[src/rtl/axis_chk_pkg.sv]
// Shared types and defaults for the inline AXI4-Stream sequence checker.
package axis_chk_pkg;

    localparam int unsigned DATA_BYTES_DEF = 64;
    localparam int unsigned EXPECT_LEN_DEF = 8;

    typedef enum logic [0:0] {
        IDLE   = 1'b0,
        IN_PKT = 1'b1
    } chk_state_t;

    typedef struct packed {
        logic seq;
        logic pad;
        logic len;
    } err_vec_t;

    // Number of distinct errors raised by one beat (0..3).
    function automatic logic [1:0] err_weight(input err_vec_t e);
        return 2'(e.seq) + 2'(e.pad) + 2'(e.len);
    endfunction

endpackage

[src/rtl/axis_skid_buffer.sv]
// Two-entry skid buffer: registered output stage plus one overflow entry, registered ready.
module axis_skid_buffer
    import axis_chk_pkg::*;
#(
    parameter int unsigned WIDTH = 8 * DATA_BYTES_DEF + 1
) (
    input  logic             aclk,
    input  logic             aresetn,
    input  logic [WIDTH-1:0] s_payload,
    input  logic             s_valid,
    output logic             s_ready,
    output logic [WIDTH-1:0] m_payload,
    output logic             m_valid,
    input  logic             m_ready
);

    logic             skid_valid;
    logic             skid_valid_nxt;
    logic [WIDTH-1:0] skid_data;
    logic             accept;
    logic             out_free;

    assign accept   = s_valid && s_ready;
    assign out_free = m_ready || !m_valid;

    // Overflow entry empties whenever the output stage can take a beat.
    always_comb begin
        skid_valid_nxt = skid_valid;
        if (out_free) begin
            skid_valid_nxt = 1'b0;
        end else if (accept) begin
            skid_valid_nxt = 1'b1;
        end
    end

    always_ff @(posedge aclk or negedge aresetn) begin
        if (!aresetn) begin
            s_ready    <= 1'b0;
            m_valid    <= 1'b0;
            m_payload  <= '0;
            skid_valid <= 1'b0;
            skid_data  <= '0;
        end else begin
            skid_valid <= skid_valid_nxt;
            s_ready    <= !skid_valid_nxt;
            if (out_free) begin
                if (skid_valid) begin
                    m_payload <= skid_data;
                    m_valid   <= 1'b1;
                end else begin
                    m_valid <= accept;
                    if (accept) begin
                        m_payload <= s_payload;
                    end
                end
            end else if (accept) begin
                skid_data <= s_payload;
            end
        end
    end

endmodule

[config.mk]
export PLATFORM = sky130hd
export DESIGN_NAME = axis_skid_buffer
export DESIGN_NICKNAME = d
export VERILOG_FILES = /design/src/rtl/axis_chk_pkg.sv /design/src/rtl/axis_skid_buffer.sv
export SDC_FILE = /design/constraint.sdc
export NUM_CORES = 2
export LEC_CHECK = 0
export BUFFER_PORTS_ARGS = -buffer_cell sky130_fd_sc_hd__buf_2
export CAP_MARGIN = 10
export CORE_AREA = 4 4 395 397
export CTS_CLUSTER_DIAMETER = 200
export DETAILED_ROUTE_END_ITERATION = 10
export DIE_AREA = 0 0 399 401
export REMOVE_ABC_BUFFERS = 1
export SLEW_MARGIN = 20
export SYNTH_ARGS = -nofsm -noshare
export SYNTH_HDL_FRONTEND = slang
export SYNTH_SLANG_ARGS = --single-unit
[constraint.sdc]
create_clock -name aclk -period 3 [get_ports aclk]
set_clock_uncertainty 0.15 [all_clocks]
set_input_delay 0.15 -clock aclk [delete_from_list [all_inputs] [get_ports aclk]]
set_output_delay 0.15 -clock aclk [all_outputs]
set_load 0.1 [all_outputs]
[Yosys cells after proc, flatten, opt, wreduce, memory -nomap -nowiden]
Index checks and enable logic that the tools add are counted.
Storage, ports and cells
  register bits after elaboration: 1029
  bits of input ports: 517
  output and inout port bits: 515
  word-level logic and storage cells: 18
Operators by class
  multiplexer cells: 5
  bitwise gates (word level): 1
  reduce and logical (&&, ||, !) cells: 7
Operators with widths (number)
  2-to-1 mux 513 bit: 2
  AND reduction 2 bit: 2
  2-to-1 mux 1 bit: 3
  logical NOT 1 bit: 2
  nonzero test 2 bit: 1
  logical AND 1 bit: 1
  logical OR 1 bit: 1
  inverter 1 bit: 1

[Logic depth before layout (Yosys ltp)]
  word-level depth: 4
  gate-level depth with buffers: 6
  gate-level depth less buffers: 3

[Worst setup path before layout]
No wires, ideal clock.
  kind: flip-flop to flip-flop
  start point: register m_valid
  end point: register skid_data[100]
  setup time: 125 ps
  data arrival time: 2027 ps
  required time: 2725 ps
  setup slack: 698 ps
  stages on the path, launching flop included: 7
  buffers on the path: 3
  clock period less this slack: 2302 ps
  cell sequence: dfrtp_1 -> nor2b_2 -> nand3_1 -> buf_4 -> buf_6 -> buf_6 -> mux2_2
On the way
  longest elaborated chain between the ends: 4
Ends and longest elaborated chain
  start, declared: line axis_skid_buffer.sv:13  | output logic m_valid,
  start signal, assigned: line axis_skid_buffer.sv:51  | m_valid <= accept;
  logical NOT 1 bit: line axis_skid_buffer.sv:24  | assign out_free = m_ready || !m_valid;
  logical OR 1 bit: line axis_skid_buffer.sv:24
  inverter 1 bit (no source line)
  AND reduction 2 bit (no source line)
  end signal, assigned: line axis_skid_buffer.sv:57  | skid_data <= s_payload;
  end, declared: line axis_skid_buffer.sv:19  | logic [WIDTH-1:0] skid_data;
No other way between the ends.
A chain may end at the register's enable or synchronous reset.

[Worst setup path in the final report]
  start point: register m_valid
  end point: register m_payload[429]
On the way
  longest elaborated chain between the ends: 3
Ends and longest elaborated chain
  logical NOT 1 bit: line axis_skid_buffer.sv:24
  logical OR 1 bit: line axis_skid_buffer.sv:24
  AND reduction 2 bit (no source line)
  end signal, assigned: line axis_skid_buffer.sv:48  | m_payload <= skid_data;
  end signal, assigned: line axis_skid_buffer.sv:53  | m_payload <= s_payload;
  end, declared: line axis_skid_buffer.sv:12  | output logic [WIDTH-1:0] m_payload,
No other way between the ends.

==> results.ini <==
[synth]
yosys_warnings = 0
ys_ff_latch = 1029
synth_edf_count = 0
ys_top_cells_by_count = dfrtp_1, o21ai_0, mux2_2, mux2i_1, clkbuf_1
syn_area_per_cell_um2 = 12.9
synth_area_um2 = 43500
synth.area.top_cells = dfrtp_1, mux2_2, mux2i_1, o21ai_0, buf_6
synth_top_area_cell = dfrtp_1
syn_inst = 3373
synth_top_area_share = 0.592
ys_seq_area_frac = 0.592
synthDistinctLibCells = 18
async_flop_share = 1.00
yosys_most_used_dff = dfrtp_1
yosysMostFrequentCell = dfrtp_1

[placed_design]
dp.final_hpwl_um = 97800
gp_congestion = 0.826
pre_cts_ws_ns = 0.732
placed_area_um2 = 50900
numPortBuffers = 1031

[setup_path]
start_kind = register
path_class = register to register
end_kind = register
cp.required_ns = 3.44
crit_arrival_ns = 2.87
worstPathMaxFanout = 194
rrSetupSlack_ns = 0.57

[clock_network]
root_buffer = clkbuf_16
clock-sinks = 1029
htreeDepth = 3
cts_made_buffers = 112
insertion_delay_ns = 0.71
cts_tree = built
clockBufferDepth = 3
clk_pin_slew_ns = 0.07
post_cts_buffers = 0
cts-resized-gates = 0

[routing]
drc = 0
ant_nets = 0
vias = 34200
drt_pass1_iterations = 5
routedWlPerCell_um = 20.6
drtIter0Drc = 2304
routed_wl_um = 146000
viasPerCell = 4.81

[final_layout]
syn2layout_area_growth_pct = 40.3
multi_input_area_um2 = 16100
seq_area_um2 = 25800
num-fill-cells = 14300
stdcell_area_um2 = 61000
nets = 5479
drive_gt1_frac = 0.364

[power_and_ir_drop]
p_leak_nw = 26.9
powerDensity_nw_per_um2 = 970
power_w = 0.0592
peakVddDrop_v = 0.000642

[die]
start_util = 0.286
row_count = 143
die_area_um2 = 160000
die_h_um = 401
core-area_um2 = 152000
die_w_um = 399
ios = 1032

[timing]
period_share = 0.810
worst_slack_ns = 0.569
relSlewSlack = 0.135
fin_crit_ns = 2.43
finalSetupViolations = 0
maxSlewViolCount = 0
setup_tns_ns = 0
worst_pin_slew_ns = 1.30
hold_viol_final = 0
clock.fmax_mhz = 411
rsz0062_at_grt = false

[run]
maxCapViolCount = 0

[global_routing]
grt_start_max_net_pins = 195
grt-ovfl-total = 0
antenna_found_initial = 25
grt_pass1_vias = 35700
grt_usage = 0.177
grt_first_pass_wirelength_um = 222000

[outcome]
outcome = complete, no violations

[hold_path]
hp-class = input port to register

## flip-flops by register name (all words and copies together), names as in the netlist
name	flops
m_payload	513
s_ready	1
skid_data	513
skid_valid	1
m_valid	1
## report_power, final
| part | switching, W | internal, W | leakage [nW] |
|---|---|---|---|
| combinational | 0.0197 | 0.00536 | 12.6 |
| sequential | 0.00209 | 0.0178 | 12.4 |
| clock | 0.00586 | 0.00838 | 1.89 |
## critical path: stages, from the launching register on
cell,delay (ns)
dfrtp_1,0.37
nor2b_4,0.21
buf_4,0.28
buf_12,0.40
o21ai_0,0.22
o21ai_0,0.14
## kinds of logic after synthesis
kind of cell,share of synthesized area
compound gates,0.119
buf+inv,0.0372
flops,0.592
mux,0.251
simple gates,0.000777
## path summary, 6_finish.rpt
check / from / endpoint / depth (start not counted)
worst max-delay path: m_valid$_DFFE_PN0P_ / m_payload[429]$_DFFE_PN0P_ / 5
worst min-delay path: s_payload[120] / skid_data[120]$_DFFE_PN0P_ / 3
worst max register to register: m_valid$_DFFE_PN0P_ / m_payload[429]$_DFFE_PN0P_ / 5
worst min register to register: m_payload[499]$_DFFE_PN0P_ / m_payload[499]$_DFFE_PN0P_ / 2
max in group asynchronous: aresetn / m_payload[374]$_DFFE_PN0P_ / 3
min in group asynchronous: aresetn / m_payload[426]$_DFFE_PN0P_ / 3
## metrics by stage
| step | hold WS [ns] | instances | utilization |
|---|---|---|---|
| 2_1_floorplan | -0.296 | 3090 | - |
| 3_3_place_gp | 0.0000133 | 6256 | 0.335 |
| 3_5_place_dp | 0.00175 | 6256 | 0.335 |
| 4_1_cts | 0.0000747 | 7081 | 0.401 |
| 5_1_grt | 0.0126 | 7101 | 0.401 |
| 6_report | 0.0810 | 7101 | 0.401 |
## timing repair
item / 4_1_cts / 5_1_grt
hold buffers: 622 / 0
endpoints found under the hold margin: 1917 / 0
endpoints found under the setup margin: 0 / 0
## cells in the final DEF (no fill, tap or decap)
| cell | Yosys | final |
|---|---|---|
| inv_16 | 0 | 4 |
| buf_8 | 0 | 1 |
| mux2i_1 | 513 | 513 |
| nand2b_1 | 1 | 1 |
| diode_2 | 0 | 20 |
| dfrtp_4 | 0 | 1 |
| nand3_4 | 0 | 1 |
| clkinv_4 | 0 | 1 |
| nor2b_4 | 0 | 1 |
| clkinv_2 | 0 | 27 |
| buf_4 | 4 | 63 |
| dlygate4sd3_1 | 0 | 622 |
| clkbuf_8 | 0 | 24 |
| buf_2 | 75 | 1030 |
| nand2_1 | 2 | 2 |
| o21ai_0 | 965 | 965 |
| clkbuf_1 | 112 | 20 |
| clkinvlp_4 | 0 | 2 |
| buf_12 | 0 | 42 |
| mux2_2 | 513 | 513 |
| clkbuf_16 | 0 | 113 |
| a21oi_4 | 1 | 1 |
| inv_6 | 0 | 2 |
| inv_1 | 1 | 1 |
| nand2_8 | 0 | 1 |
| a21o_1 | 1 | 1 |
| bufinv_16 | 0 | 10 |
| o21ai_1 | 61 | 61 |
| dfrtp_1 | 1029 | 1028 |
## layout make-up
type                            instances  area share
Antenna cell                           20    0.000821
Clock inverter                         46     0.00913
Clock buffer                          157      0.0530
Inverter                                1   0.0000616
Tap cell                             2030      0.0417
Multi-Input combinational cell       2060       0.265
Timing Repair Buffer                 1758       0.208
Sequential cell                      1029       0.422
## layer usage
layer,vias to the layer above,share of wire,routed length (µm),GRT usage
met2,1154,0.48,69600,0.287
li1,15300,-,-,-
met4,8,0.046,6690,0.0773
met5,-,0.00027,40,0
met1,17300,0.40,59100,0.220
met3,335,0.075,10900,0.0501
No activity file was read; power rests on OpenSTA's default activity.
